==> config.mk <==
export PLATFORM = sky130hd
export DESIGN_NAME = barrett_share_ctrl
export DESIGN_NICKNAME = d
export VERILOG_FILES = /design/src/rtl/barrett_ctrl_pkg.sv /design/src/rtl/barrett_reducer.sv /design/src/rtl/rr_picker.sv /design/src/rtl/barrett_share_ctrl.sv
export SDC_FILE = /design/constraint.sdc
export NUM_CORES = 2
export LEC_CHECK = 0
export CORE_MARGIN = 10
export CORE_UTILIZATION = 60
export CTS_CLUSTER_SIZE = 16
export DETAILED_ROUTE_END_ITERATION = 16
export PLACE_DENSITY = 0.9
export SYNTH_ARGS = -nofsm -noshare
export SYNTH_HDL_FRONTEND = slang
export SYNTH_SLANG_ARGS = --single-unit
==> constraint.sdc <==
create_clock -name clk -period 8.8 [get_ports clk]
set_clock_uncertainty 0.15 [all_clocks]
set_input_delay 0.88 -clock clk [delete_from_list [all_inputs] [get_ports clk]]
set_output_delay 0.88 -clock clk [all_outputs]
set_load 0.05 [all_outputs]
==> src/rtl/barrett_ctrl_pkg.sv <==
// Shared types and constants for the Barrett reducer share controller.
package barrett_ctrl_pkg;

  localparam int BARRETT_LAT = 6;
  localparam int TAG_ID_W    = 4;

  typedef enum logic [1:0] {
    UNCFG = 2'd0,
    RUN   = 2'd1,
    DRAIN = 2'd2,
    LOAD  = 2'd3
  } bctl_state_t;

  typedef struct packed {
    logic                valid;
    logic [TAG_ID_W-1:0] id;
  } tag_t;

endpackage

==> src/rtl/barrett_reducer.sv <==
// Shared 6-stage Barrett reducer: o_r = i_x mod i_n, with i_mu = floor(2^(2K)/i_n).
// No reset on the datapath; n and mu must stay stable while operations are in flight.
module barrett_reducer #(
  parameter int K = 12
) (
  input  logic           clk,
  input  logic [2*K-1:0] i_x,
  input  logic [K-1:0]   i_n,
  input  logic [2*K:0]   i_mu,
  output logic [K-1:0]   o_r
);

  localparam int PW = 4 * K + 1;
  localparam int RW = K + 1;

  logic [RW-1:0] r_x1, r_q1, r_x2, r_qn2, r_d3, r_d4, r_d5;
  logic [K-1:0]  r_r6;

  // q underestimates x/n by at most one, so x - q*n lies in [0, 2n) and
  // only the low K+1 bits of every term are needed.
  always_ff @(posedge clk) begin
    r_x1  <= i_x[RW-1:0];
    r_q1  <= RW'((PW'(i_x) * PW'(i_mu)) >> (2 * K));
    r_x2  <= r_x1;
    r_qn2 <= r_q1 * RW'(i_n);
    r_d3  <= r_x2 - r_qn2;
    r_d4  <= r_d3;
    r_d5  <= r_d4;
    r_r6  <= (r_d5 >= RW'(i_n)) ? K'(r_d5 - RW'(i_n)) : r_d5[K-1:0];
  end

  assign o_r = r_r6;

endmodule

==> src/rtl/rr_picker.sv <==
// Round-robin priority picker: grants the lowest requester at or after i_ptr,
// wrapping modulo N. Output is one-hot or zero.
module rr_picker #(
  parameter int N  = 2,
  parameter int PW = 1
) (
  input  logic [N-1:0]  i_req,
  input  logic [PW-1:0] i_ptr,
  output logic [N-1:0]  o_grant
);

  logic w_blocked;

  function automatic int rank_of(input int idx, input int ptr);
    return (idx + N - ptr) % N;
  endfunction

  // A requester wins when no requester of better rank is asking.
  always_comb begin
    o_grant   = '0;
    w_blocked = 1'b0;
    for (int i = 0; i < N; i++) begin
      w_blocked = 1'b0;
      for (int j = 0; j < N; j++) begin
        w_blocked = w_blocked |
                    (i_req[j] & (rank_of(j, int'(i_ptr)) < rank_of(i, int'(i_ptr))));
      end
      o_grant[i] = i_req[i] & ~w_blocked;
    end
  end

endmodule

==> src/rtl/barrett_share_ctrl.sv <==
// Time-shares one Barrett reducer among NREQ requesters with round-robin issue,
// tag-tracked result routing and drain-before-load modulus configuration.
module barrett_share_ctrl
  import barrett_ctrl_pkg::*;
#(
  parameter int K    = 12,
  parameter int NREQ = 2,
  parameter int LAT  = BARRETT_LAT
) (
  input  logic                      clk,
  input  logic                      rst,
  input  logic [NREQ-1:0]           req_valid,
  input  logic [NREQ-1:0][2*K-1:0]  req_x,
  output logic [NREQ-1:0]           req_ready,
  input  logic                      cfg_valid,
  input  logic [K-1:0]              cfg_n,
  input  logic [2*K:0]              cfg_mu,
  output logic                      cfg_ready,
  output logic [NREQ-1:0]           rsp_valid,
  output logic [K-1:0]              rsp_r,
  output logic                      configured,
  output logic                      busy
);

  localparam int IDW = (NREQ > 1) ? $clog2(NREQ) : 1;

  bctl_state_t         r_state, w_state_nxt;
  logic [IDW-1:0]      r_rr_ptr, w_rr_ptr_nxt;
  logic [NREQ-1:0]     w_grant, w_req_ready;
  logic                w_hs;
  logic [TAG_ID_W-1:0] w_id;
  logic [2*K-1:0]      w_x_sel, r_x_issue;
  tag_t [LAT:0]        r_tag;
  logic [K-1:0]        r_n;
  logic [2*K:0]        r_mu;
  logic                r_configured;
  logic                w_busy;

  rr_picker #(
    .N  (NREQ),
    .PW (IDW)
  ) u_picker (
    .i_req   (req_valid),
    .i_ptr   (r_rr_ptr),
    .o_grant (w_grant)
  );

  barrett_reducer #(
    .K (K)
  ) u_reducer (
    .clk  (clk),
    .i_x  (r_x_issue),
    .i_n  (r_n),
    .i_mu (r_mu),
    .o_r  (rsp_r)
  );

  // Next-state and grant gating; a pending cfg always wins over new requests.
  always_comb begin
    w_state_nxt = r_state;
    w_req_ready = '0;
    case (r_state)
      UNCFG: begin
        if (cfg_valid) w_state_nxt = LOAD;
        else           w_state_nxt = UNCFG;
      end
      RUN: begin
        if (cfg_valid) begin
          w_state_nxt = DRAIN;
        end else begin
          w_state_nxt = RUN;
          w_req_ready = w_grant;
        end
      end
      DRAIN: begin
        if (w_busy) w_state_nxt = DRAIN;
        else        w_state_nxt = LOAD;
      end
      LOAD:    w_state_nxt = RUN;
      default: w_state_nxt = UNCFG;
    endcase
  end

  // Encode the granted requester and select its operand.
  always_comb begin
    w_id    = '0;
    w_x_sel = '0;
    for (int i = 0; i < NREQ; i++) begin
      w_id    = w_id | (w_req_ready[i] ? TAG_ID_W'(i) : '0);
      w_x_sel = w_x_sel | ({(2*K){w_req_ready[i]}} & req_x[i]);
    end
  end

  assign w_hs = |w_req_ready;

  // Pointer moves past the winner only when something was actually issued.
  always_comb begin
    if (w_hs) begin
      w_rr_ptr_nxt = (w_id == TAG_ID_W'(NREQ - 1)) ? '0 : IDW'(w_id + TAG_ID_W'(1));
    end else begin
      w_rr_ptr_nxt = r_rr_ptr;
    end
  end

  // Tag-valid OR and result routing from the last tag stage.
  always_comb begin
    w_busy = 1'b0;
    for (int k = 0; k <= LAT; k++) begin
      w_busy = w_busy | r_tag[k].valid;
    end
    for (int i = 0; i < NREQ; i++) begin
      rsp_valid[i] = r_tag[LAT].valid & (r_tag[LAT].id == TAG_ID_W'(i));
    end
  end

  // Control state, pointer and tag shift register.
  always_ff @(posedge clk or posedge rst) begin
    if (rst) begin
      r_state  <= UNCFG;
      r_rr_ptr <= '0;
      r_tag    <= '0;
    end else begin
      r_state  <= w_state_nxt;
      r_rr_ptr <= w_rr_ptr_nxt;
      r_tag[0] <= '{valid: w_hs, id: w_id};
      for (int k = 1; k <= LAT; k++) begin
        r_tag[k] <= r_tag[k-1];
      end
    end
  end

  // Modulus configuration, written only once the pipeline is empty.
  always_ff @(posedge clk or posedge rst) begin
    if (rst) begin
      r_n          <= '0;
      r_mu         <= '0;
      r_configured <= 1'b0;
    end else if (r_state == LOAD) begin
      r_n          <= cfg_n;
      r_mu         <= cfg_mu;
      r_configured <= 1'b1;
    end else begin
      r_n          <= r_n;
      r_mu         <= r_mu;
      r_configured <= r_configured;
    end
  end

  // Issue register; tag validity qualifies it, so no reset is needed.
  always_ff @(posedge clk) begin
    if (w_hs) r_x_issue <= w_x_sel;
    else      r_x_issue <= r_x_issue;
  end

  assign req_ready  = w_req_ready;
  assign cfg_ready  = (r_state == LOAD);
  assign configured = r_configured;
  assign busy       = w_busy;

endmodule

==> flow_summary.yaml <==
outcome:
  status: "finished clean"
placed_design:
  routabilityCongestion: 0.949
  io_buffer_count: 108
  dp_slack_ps: 1370
  place_hpwl_mm: 48.1
  dp_cells: 3086
clocking:
  clkLatencyLatePin_ps: 460
  clk_pin_slew_worst_paths_ps: 80
  postCtsHoldBufs: 0
  htree_num_levels: 4
  cts_tree: "built"
  cts_resized: 0
  clock-sinks: 182
  ctsRootBufferMaster: "clkbuf_16"
  cts_made_buffers: 17
  postCtsSetupBuffers: 0
  ctsLongestPathBuffers: 2
detailed_routing:
  drt-total-wl_mm: 62.2
  routedWlPerCell_um: 19.9
  first_iter_violations: 1448
  via_per_inst: 5.62
  vias: 17500
  firstDrtPassIters: 6
  ant_nets: 0
  drc: 0
cells_and_area:
  instances_no_fill: 3118
  post-route-util_pct: 65.4
  drive_gt1_share_pct: 3.48
  antenna_cells: 0
  fill_cells: 2858
  area_growth_pct: 8.14
  final_nets: 3320
synthesis:
  yosys_warnings: 0
  synth.top_cells.by_count: "627 x inv_1, 491 x fa_1, 332 x and2_1"
  netlist_area_sq_um: 24600
  synth_flop_cell: "dfxtp_1"
  ys_seq_area_share_pct: 16.9
  synthArstFlopShare_pct: 30.2
  synth_cell_types: 58
  ys_ff_latch: 182
  netlist.area_leader.share_pct: 40.0
  synth_edf_count: 24
  synth_area_leader_cell: "fa_1"
  syn_nets: 3293
  syn_inst: 2546
  synth_area_leaders: "fa_1 40%, inv_1 9.6%, and2_1 8.5%"
  yosysMostFrequentCell: "inv_1"
  syn_area_per_cell_sq_um: 9.65
global_route:
  track_usage_pct: 25.8
  antenna_found_initial: 0
  grt_pass1_vias: 19800
  gr-total-overflow: 0
  grt_max_degree: 56
  grt_pass1_wl_mm: 103
die:
  rows: 74
  die_w_um: 222
  start_util_pct: 60.4
  core_area_sq_um: 40600
  dieHeight_um: 222
  ios: 109
  dieArea_sq_um: 49400
min_path:
  hp-start: "u_reducer.r_d4[7]"
  hold_class: "flop to flop"
critical_path:
  endpoint_kind: "flop"
  critPathMaxFanout: 26
  timing_worst_setup_path_type: "flop to flop"
  r2r_start: "r_x_issue[4]"
  worst_ep_arrival_time_ps: 7830
  cp_data_required_time_ps: 9010
  cp-startpoint: "r_x_issue[4]"
  cp-start-kind: "flop"
sta:
  hold_viol: 0
  setup_tns_ps: 0
  max_slew_margin_pct: 24.9
  fmax_mhz: 131
  min_period_ps: 7620
  setup_viol_count_final: 0
  rsz0062_at_grt: "no"
  worst_pin_slew_ps: 1130
  slew_violations: 0
  setup_slack_ps: 1180
  fin_crit_sh_pct: 86.6
run:
  maxCapViolations: 0
sequential cells by signal, summed over array words and instances (netlist names):
| name | flops |
|---|---|
| r_mu | 25 |
| r_rr_ptr | 1 |
| u_reducer.r_x1 | 13 |
| u_reducer.r_q1 | 13 |
| r_x_issue | 24 |
| r_tag | 14 |
| u_reducer.r_qn2 | 13 |
| r_state | 2 |
| r_n | 12 |
| u_reducer.r_d3 | 13 |
| u_reducer.r_d5 | 13 |
| u_reducer.r_d4 | 13 |
| u_reducer.o_r | 12 |
| u_reducer.r_x2 | 13 |
| configured | 1 |
worst paths after layout:
check,to,cells past startpoint,slack [ps]
hold / removal,u_reducer.r_d5[7],0,170
hold reg to reg,u_reducer.r_d5[7],0,170
setup reg to reg,u_reducer.r_q1[11],21,1180
setup / recovery,u_reducer.r_q1[11],21,1180
max in group asynchronous,r_mu[10],3,7160
min in group asynchronous,r_mu[22],3,800
layout by cell type (no fill, tap or decap), types with 4 or more instances in the layout:
cell	count
nand3_1	5
xor2_1	18
and3_1	4
mux2_4	8
a22o_1	24
nand2_1	318
o21a_1	4
buf_4	11
edfxtp_1	24
and2_1	332
clkbuf_16	17
nor3_1	10
mux2_2	27
nor2_1	23
nand4_1	6
dfxtp_1	103
nand2b_1	7
a21o_1	11
inv_1	626
nor2b_1	5
clkdlybuf4s50_1	108
dfrtp_1	55
xnor2_1	66
fa_1	491
o21bai_1	5
ha_1	166
o21ai_0	24
a211oi_1	5
a21oi_1	25
cells by family after synthesis:
logic type / Yosys count / synth area share (%)
AO/OA/AOI/OAI: 124 / 3.52
buffers and inverters: 738 / 11.3
XOR/XNOR: 84 / 2.99
AND/OR/NAND/NOR: 723 / 14.9
adder cells (fa/ha/maj): 657 / 48.5
multiplexers: 38 / 1.85
flip-flops: 182 / 16.9
per-stage QoR:
step | instance area, sq um | hold slack, ps
after floorplan | 24600 | 160
after global placement | 26000 | 160
after detailed placement | 26000 | 162
after CTS | 26600 | 170
after global routing | 26600 | 172
final | 26600 | 172
worst max-delay path: stages (launching register included):
cell and delay (ps):
edfxtp_1 1110, and2_1 280, fa_1 430, inv_1 80
fa_1 430, fa_1 560, inv_1 60, fa_1 400
fa_1 470, fa_1 550, inv_1 50, fa_1 470
inv_1 50, ha_1 300, nand2_1 90, nor3_1 60
a211oi_1 620, a31oi_2 260, o21ai_1 310, a31oi_1 210
or4_1 440, o311ai_1 100
layout make-up:
class	count	area [sq um]	share of cell area (%)
clock buffers	18	439	1.65
clock inverters	14	156	0.589
inverters	627	2350	8.86
multi-input cells	1626	17600	66.4
flip-flops and latches	182	4160	15.7
well taps	532	666	2.51
repair buffers	119	1160	4.38
metal layers:
metal | vias up | global-route usage [%] | wire, um
met4 | 0 | 12.6 | 3410
li1 | 7453 | - | -
met5 | - | 0 | 0
met2 | 1011 | 44.3 | 30800
met1 | 8795 | 30.1 | 22400
met3 | 272 | 5.72 | 5610
Power is not shown: default switching activity piles up to over one toggle a cycle in this logic, so the estimate is an artifact.
